$ cat config.mk
export PLATFORM = sky130hd
export DESIGN_NAME = des_key_schedule
export DESIGN_NICKNAME = d
export VERILOG_FILES = /design/src/rtl/des_pkg.sv /design/src/rtl/des_key_rotator.sv /design/src/rtl/des_key_schedule.sv
export SDC_FILE = /design/constraint.sdc
export NUM_CORES = 1
export LEC_CHECK = 0
export CAP_MARGIN = 30
export CORE_ASPECT_RATIO = 1.4
export CORE_UTILIZATION = 54
export DETAILED_ROUTE_END_ITERATION = 10
export GPL_TIMING_DRIVEN = 0
export PLACE_DENSITY = 0.87
export SYNTH_ARGS = -nofsm -noshare
export SYNTH_HDL_FRONTEND = slang
export SYNTH_SLANG_ARGS = --single-unit
$ cat constraint.sdc
create_clock -name clk -period 5.1 [get_ports clk]
set_input_delay 0.765 -clock clk [delete_from_list [all_inputs] [get_ports clk]]
set_output_delay 0.765 -clock clk [all_outputs]
set_load 0.03 [all_outputs]
$ cat src/rtl/des_pkg.sv
// Shared DES constants and bit-permutation helpers, FIPS 46 numbering (bit 1 = MSB).
// Used by the key schedule and by the control/datapath blocks.
package des_pkg;

    localparam int PC1_TBL [56] = '{
        57, 49, 41, 33, 25, 17,  9,
         1, 58, 50, 42, 34, 26, 18,
        10,  2, 59, 51, 43, 35, 27,
        19, 11,  3, 60, 52, 44, 36,
        63, 55, 47, 39, 31, 23, 15,
         7, 62, 54, 46, 38, 30, 22,
        14,  6, 61, 53, 45, 37, 29,
        21, 13,  5, 28, 20, 12,  4
    };

    localparam int PC2_TBL [48] = '{
        14, 17, 11, 24,  1,  5,
         3, 28, 15,  6, 21, 10,
        23, 19, 12,  4, 26,  8,
        16,  7, 27, 20, 13,  2,
        41, 52, 31, 37, 47, 55,
        30, 40, 51, 45, 33, 48,
        44, 49, 39, 56, 34, 53,
        46, 42, 50, 36, 29, 32
    };

    localparam logic [1:0] SH_TBL [16] = '{
        2'd1, 2'd1, 2'd2, 2'd2, 2'd2, 2'd2, 2'd2, 2'd2,
        2'd1, 2'd2, 2'd2, 2'd2, 2'd2, 2'd2, 2'd2, 2'd1
    };

    function automatic logic [55:0] pc1(input logic [63:0] key);
        logic [55:0] r;
        for (int i = 0; i < 56; i++) r[55-i] = key[64-PC1_TBL[i]];
        return r;
    endfunction

    function automatic logic [47:0] pc2(input logic [55:0] cd);
        logic [47:0] r;
        for (int i = 0; i < 48; i++) r[47-i] = cd[56-PC2_TBL[i]];
        return r;
    endfunction

    function automatic logic [27:0] rotl28(input logic [27:0] x, input logic [1:0] n);
        case (n)
            2'd1:    return {x[26:0], x[27]};
            2'd2:    return {x[25:0], x[27:26]};
            default: return x;
        endcase
    endfunction

    function automatic logic [27:0] rotr28(input logic [27:0] x, input logic [1:0] n);
        case (n)
            2'd1:    return {x[0], x[27:1]};
            2'd2:    return {x[1:0], x[27:2]};
            default: return x;
        endcase
    endfunction

    // Each key byte must carry odd parity; flags any byte that does not.
    function automatic logic key_parity_bad(input logic [63:0] key);
        logic bad;
        bad = 1'b0;
        for (int b = 0; b < 8; b++) bad |= ~(^key[b*8 +: 8]);
        return bad;
    endfunction

endpackage

$ cat src/rtl/des_key_rotator.sv
// Combinational 28-bit rotate by 0, 1 or 2 positions, left or right.
module des_key_rotator
    import des_pkg::*;
(
    input  logic [27:0] din,
    input  logic [1:0]  amt,
    input  logic        dir_right,
    output logic [27:0] dout
);

    // NOTE: always_comb gets a full default assignment first so no path can infer a latch.
    always_comb begin
        dout = din;
        if (dir_right) dout = rotr28(din, amt);
        else           dout = rotl28(din, amt);
    end

endmodule

$ cat src/rtl/des_key_schedule.sv
// DES round-subkey generator: PC-1 load, per-round C/D rotation, registered PC-2 output,
// with round-sequence and key-parity checking.
module des_key_schedule
    import des_pkg::*;
#(
    parameter bit CHECK_PARITY = 1'b1
) (
    input  logic        clk,
    input  logic        reset,
    input  logic        load_key,
    input  logic [63:0] key_in,
    input  logic        mode,
    input  logic        key_shift_en,
    input  logic        key_perm_en,
    input  logic [3:0]  round,
    output logic [47:0] subkey,
    output logic        subkey_valid,
    output logic        schedule_done,
    output logic        seq_err,
    output logic        parity_err
);

    logic [27:0] c_r, d_r, c_next, d_next;
    logic [4:0]  shift_cnt;
    logic        mode_r;
    logic [1:0]  rot_amt;
    logic [3:0]  dec_idx;

    // Decrypt walks the table backwards; 0 - n wraps to 16 - n for n in 1..15.
    assign dec_idx = 4'd0 - shift_cnt[3:0];

    always_comb begin
        rot_amt = 2'd0;
        if (!mode_r)              rot_amt = SH_TBL[shift_cnt[3:0]];
        else if (shift_cnt != 0)  rot_amt = SH_TBL[dec_idx];
    end

    des_key_rotator u_rot_c (.din(c_r), .amt(rot_amt), .dir_right(mode_r), .dout(c_next));
    des_key_rotator u_rot_d (.din(d_r), .amt(rot_amt), .dir_right(mode_r), .dout(d_next));

    // NOTE: sequential state uses non-blocking assignments so every register samples pre-edge values.
    always_ff @(posedge clk or posedge reset) begin
        if (reset) begin
            c_r           <= '0;
            d_r           <= '0;
            subkey        <= '0;
            shift_cnt     <= '0;
            mode_r        <= 1'b0;
            subkey_valid  <= 1'b0;
            schedule_done <= 1'b0;
            seq_err       <= 1'b0;
            parity_err    <= 1'b0;
        end else begin
            subkey_valid <= key_perm_en;
            if (key_perm_en) subkey <= pc2({c_r, d_r});

            if (load_key) begin
                {c_r, d_r}    <= pc1(key_in);
                mode_r        <= mode;
                shift_cnt     <= '0;
                seq_err       <= 1'b0;
                schedule_done <= 1'b0;
                parity_err    <= CHECK_PARITY && key_parity_bad(key_in);
            end else if (key_shift_en) begin
                if (shift_cnt < 5'd16) begin
                    c_r       <= c_next;
                    d_r       <= d_next;
                    shift_cnt <= shift_cnt + 5'd1;
                    if (shift_cnt == 5'd15)        schedule_done <= 1'b1;
                    if (round != shift_cnt[3:0])   seq_err       <= 1'b1;
                end else begin
                    seq_err <= 1'b1;
                end
            end
        end
    end

endmodule

==> results of run 1 <==
[state kept, by name, indices dropped and copies added (netlist names), 5 cells and up]
| name | flops |
|---|---|
| c_r | 28 |
| d_r | 28 |
| shift_cnt | 5 |
| subkey | 48 |
[synth_stat cells (all sizes together), types with 2 or more instances]
| library cell | n |
|---|---|
| nor2 | 74 |
| o311a | 2 |
| nor4 | 13 |
| a22oi | 37 |
| or3 | 5 |
| nor2b | 3 |
| a31oi | 59 |
| o32ai | 8 |
| a221oi | 48 |
| xor2 | 6 |
| o21a | 2 |
| a21oi | 4 |
| o311ai | 6 |
| nand2b | 47 |
| xnor2 | 57 |
| mux2i | 13 |
| ha | 4 |
| inv | 6 |
| nand4 | 6 |
| nand2 | 71 |
| buf | 19 |
| nand3 | 2 |
| mux2 | 48 |
| o21ai | 30 |
| a21o | 5 |
| nor3 | 2 |
| dfrtp | 114 |
| clkbuf | 45 |
| and2 | 2 |
[metrics by stage]
step                std cells  utilization [%]
floorplan                 747                -
global placement         1024             66.6
detailed placement       1025             66.8
CTS                      1055             71.4
global route             1055             71.4
finish                   1055             71.4
[metal layers]
metal  share of wire, %  wire (µm)  vias up  GRT usage (%)
li1                   -          -     3047              -
met1                 36       9120     3404           46.9
met2                 46      11900      683           61.3
met4                6.6       1690        0           23.8
met5                  0          0        -              0
met3                 11       2940      174           8.32
[cell usage in the layout, fill, tap and decap left out, types with 24 or more instances in the layout]
cell	n
a221oi_1	45
xnor2_1	57
clkbuf_1	45
a22oi_1	35
dfrtp_1	114
nor2_1	73
mux2_2	48
o21ai_0	24
nand2b_1	47
nand2_1	71
a31oi_1	58
clkdlybuf4s50_1	124
[power groups by stage]
stage	Sequential, mW	Clock (mW)	Combinational (mW)
floorplan	1.50	0	0.559
global placement	1.38	0	1.18
detailed placement	1.39	0	1.20
CTS	1.37	1.19	1.21
global route	1.41	1.23	1.30
finish	1.39	1.20	1.23
[worst paths after layout]
| path | from | to | slack, ns |
|---|---|---|---|
| max in group asynchronous | reset | c_r[9] | 3.57 |
| worst max register to register | shift_cnt[1] | d_r[13] | 1.86 |
| min in group asynchronous | reset | subkey_valid | 0.79 |
| worst max-delay path | shift_cnt[1] | d_r[13] | 1.86 |
| worst min register to register | subkey[33] | subkey[33] | 0.50 |
| worst min-delay path | subkey[33] | subkey[33] | 0.50 |
[cells by family (layout without fill, tap and decap cells)]
group           after synthesis  in the layout  synth area share (%)
fa+ha+maj                     4              4                 0.705
xor+xnor                     63             63                  7.77
compound gates              203            203                  21.4
buf+inv                      70            225                  4.71
mux                          61             61                  9.45
flops                       114            114                  40.2
simple gates                232            232                  15.8
[area by class of cell]
cell class                 instances  area [µm²]  share of cell area (%)
multi-input combinational        563        3910                    42.8
sequential                       114        2850                    31.2
timing repair buffer             125        1270                    13.9
clock buffer                      21         480                    5.25
buffer                            64         312                    3.41
tap                              153         191                    2.09
clock inverter                     9         106                    1.16
inverter                           6        25.0                   0.274
==> out/qor.yml, run 1 <==
status: "finished clean"
worst-path-max-fanout: 10
fin_ws_ns: 1.86
synth_largest_area_cell: "dfrtp_1"
die_height_um: 138
swShare_pct: 36.7
path_cells: "inv_1 -> ha_1 -> nor4b_1 -> and2_1 -> clkbuf_1 -> nor2_1 -> clkbuf_1 -> o21ai_0 -> o21ai_1"
fillers: 946
hold_path_depth: 1
slowest_delay_ns: 0.49
irDropWorstVdd_mv: 0.261
synthTopCellsByArea: "dfrtp_1 40%, mux2_2 7.6%, xnor2_1 7.0%"
crit_family: "simple AND/OR/NAND/NOR gates"
leakage_nw: 3.33
clock_latency_ns: 0.42
drv_slew: 0
numCtsBuffers: 17
setup_viol: 0
yosysTopAreaCellShare_pct: 40.2
layout.nets: 969
ys_seq_area_share_pct: 40.2
antenna_cells: 0
start_util_pct: 55.4
comb_power_share_pct: 32.2
drv_cap: 0
crit_path_top_delay_cell: "nor4b_1"
synth-seq-cells: 114
crit_path_start_kind: "register"
total_power_mw: 3.82
ctsResizeCount: 0
hold_buffers: 0
wl_per_cell_um: 24.3
max_clock_freq_ghz: 0.309
worst-path-buf-inv: 3
ys_warn_count: 0
p_sw_mw: 1.40
grt_usage_pct: 38.2
synthArstFlopShare_pct: 100
power_frac_seq_pct: 36.4
r2r_cells: 9
arrival_ns: 3.53
drive_gt1_share_pct: 12.2
gp_congestion: 1.01
synth_edf_count: 0
drt_iter0_drc: 917
dieArea_um2: 13600
cp.required_ns: 5.39
p_int_mw: 2.42
htree_levels: 4
crit_cells: 9
pin_count: 126
crit_path_frequent_cell: "clkbuf_1"
rows: 49
p_clk_share_pct: 31.3
path_clk_slew_ns: 0.06
tns_ns: 0
cp-end-kind: "register"
period_minus_slack_ns: 3.24
syn_area_per_cell_um2: 9.50
first_global_vias: 6921
powerDensity_nw_per_um2: 417
critPathKind: "reg2reg"
antenna_found_initial: 0
fin_area_um2: 9150
fin_skew_ns: 0.00730
finalHoldWorstSlack_ns: 0.502
place_ws_ns: 1.84
die_x_um: 98.9
cts_root_buf: "clkbuf_16"
grt_max_degree: 64
postRouteAntennaNets: 0
cts_tree: "built"
clkSinkCount: 114
fin_crit_sh_pct: 63.5
drcViolationCount: 0
synth.distinct_cells: 50
detail_route.first_pass.iterations: 6
relSlewSlack_pct: 41.1
grt_pass1_wl_mm: 38.6
hp-class: "reg2reg"
cts_buffer_depth: 2
final_hold_viol_count: 0
post_dp_cell_area_um2: 8560
vias: 7308
synthCells: 747
core_um2: 12800
gr-total-overflow: 0
syn_nets: 825
postCtsSetupBuffers: 0
synth_ff_type: "dfrtp_1"
port_buffers: 124
finalWirelength_mm: 25.6
rsz0062_at_grt: "no"
worst_slew_pin_slew_ns: 0.884
syn_to_final_growth_pct: 28.9
syn_area_um2: 7100
viasPerCell: 6.93
hpwlAfterDp_mm: 17.6
Note: power is estimated with default switching activity, not from simulation.
==> run 2: changes to the inputs <==
- clock period: 5.1 -> 3.2 ns (I/O delays scaled with it)
==> out/qor.yml, run 2 (same netlist as run 1, synthesis figures left out) <==
hpwlAfterDp_mm: 17.4
cts_buffer_depth: 2
worst_slew_pin_slew_ns: 0.910
top_regs: "subkey (48), c_r (28), d_r (28)"
fillers: 930
die_height_um: 138
finalHoldWorstSlack_ns: 0.503
cp-end-kind: "register"
drcViolationCount: 0
critPathKind: "reg2reg"
dp_cells: 1026
crit_path_start_kind: "register"
clkSinkCount: 114
antenna_found_initial: 0
status: "finished clean"
cts_root_buf: "clkbuf_16"
pin_count: 126
layout.nets: 970
wl_per_cell_um: 24.4
final_cell_mix: "124 x clkdlybuf4s50_1, 114 x dfrtp_1, 72 x nor2_1"
arrival_ns: 3.31
dieArea_um2: 13600
total_power_mw: 6.03
grt_max_degree: 43
syn_to_final_growth_pct: 28.8
port_buffers: 124
die_x_um: 98.9
cp.required_ns: 3.49
gr-total-overflow: 0
drive_gt1_share_pct: 12.6
postRouteAntennaNets: 0
detail_route.first_pass.iterations: 9
fin_cells: 1057
worst-path-max-fanout: 10
max_clock_freq_ghz: 0.331
leakage_nw: 3.32
gp_congestion: 1.03
cts_tree: "built"
core_um2: 12800
largest_register_ffs: 48
period_minus_slack_ns: 3.02
regMostFlops: "subkey"
place_ws_ns: 0.233
path_clk_slew_ns: 0.06
viasPerCell: 6.97
drt_iter0_drc: 1195
powerDensity_nw_per_um2: 659
rsz0062_at_grt: "no"
htree_levels: 4
final_common_cell: "clkdlybuf4s50_1"
hp-class: "reg2reg"
grt_pass1_wl_mm: 39.9
drv_cap: 0
fin_crit_sh_pct: 94.4
clock_latency_ns: 0.43
grt_usage_pct: 39.2
drv_slew: 0
reg2reg_slack_ns: 0.18
relSlewSlack_pct: 39.3
tns_ns: 0
setup_viol: 0
final_hold_viol_count: 0
postCtsSetupBuffers: 0
finalWirelength_mm: 25.8
numCtsBuffers: 17
irDropWorstVdd_mv: 0.447
fin_skew_ns: 0.00557
antenna_cells: 0
start_util_pct: 55.4
vias: 7365
fin_ws_ns: 0.178
first_global_vias: 7180
rows: 49
==> run 2: metal layers <==
layer	vias to the layer above	wire length, µm	share of wire (%)	track usage [%]
met2	670	11800	46	62.5
met5	-	0	0	0
met4	0	1830	7.1	22.5
met3	174	3320	13	11.0
li1	3051	-	-	-
met1	3470	8840	34	47.7
==> run 2: stage by stage <==
| stage | area, µm² | utilization, % |
|---|---|---|
| final | 9150 | 71.4 |
| after CTS | 9130 | 71.3 |
| after global routing | 9150 | 71.4 |
| after global placement | 8540 | 66.6 |
| after floorplan | 7100 | - |
| after detailed placement | 8580 | 66.9 |
==> run 2: final cells by class <==
type / instances / area, µm² / area share (%)
well taps: 153 / 191 / 2.09
flip-flops and latches: 114 / 2850 / 31.2
clock buffers: 21 / 470 / 5.14
plain buffers: 64 / 312 / 3.41
inverters: 6 / 26.3 / 0.287
multi-input cells: 563 / 3930 / 42.9
clock inverters: 10 / 85.1 / 0.930
repair buffers: 126 / 1280 / 14.0
==> run 2: worst max-delay path, stage by stage, from the launching register on <==
cell	delay [ns]
dfrtp_1	0.50
inv_1	0.13
ha_1	0.35
nand4bb_1	0.21
o311ai_4	0.20
o31ai_1	0.74
buf_4	0.37
mux2i_1	0.24
o21ai_0	0.13
==> run 2: final timing paths <==
| path | from | endpoint | cells past startpoint |
|---|---|---|---|
| setup / recovery | shift_cnt[1] | c_r[11] | 8 |
| hold / removal | subkey[11] | subkey[11] | 1 |
| setup reg to reg | shift_cnt[1] | c_r[11] | 8 |
| hold reg to reg | subkey[11] | subkey[11] | 1 |
| max in group asynchronous | reset | subkey[2] | 4 |
| min in group asynchronous | reset | subkey_valid | 2 |
==> run 2: where the power goes <==
part	leakage, nW	total, mW	internal [mW]	switching (mW)
Clock	0.267	1.82	1.11	0.710
Combinational	1.79	1.98	0.871	1.11
Sequential	1.26	2.23	1.77	0.459
==> run 2: timing repair <==
action,CTS,global route
endpoints found under the setup margin,0,56
resized for setup,0,3
hold buffers,0,0
==> run 3: changes to the inputs <==
- ABC_AREA: unset -> 0
==> results of run 3 <==
Same layout as run 2: the final DEF is identical, and so are final timing and power.
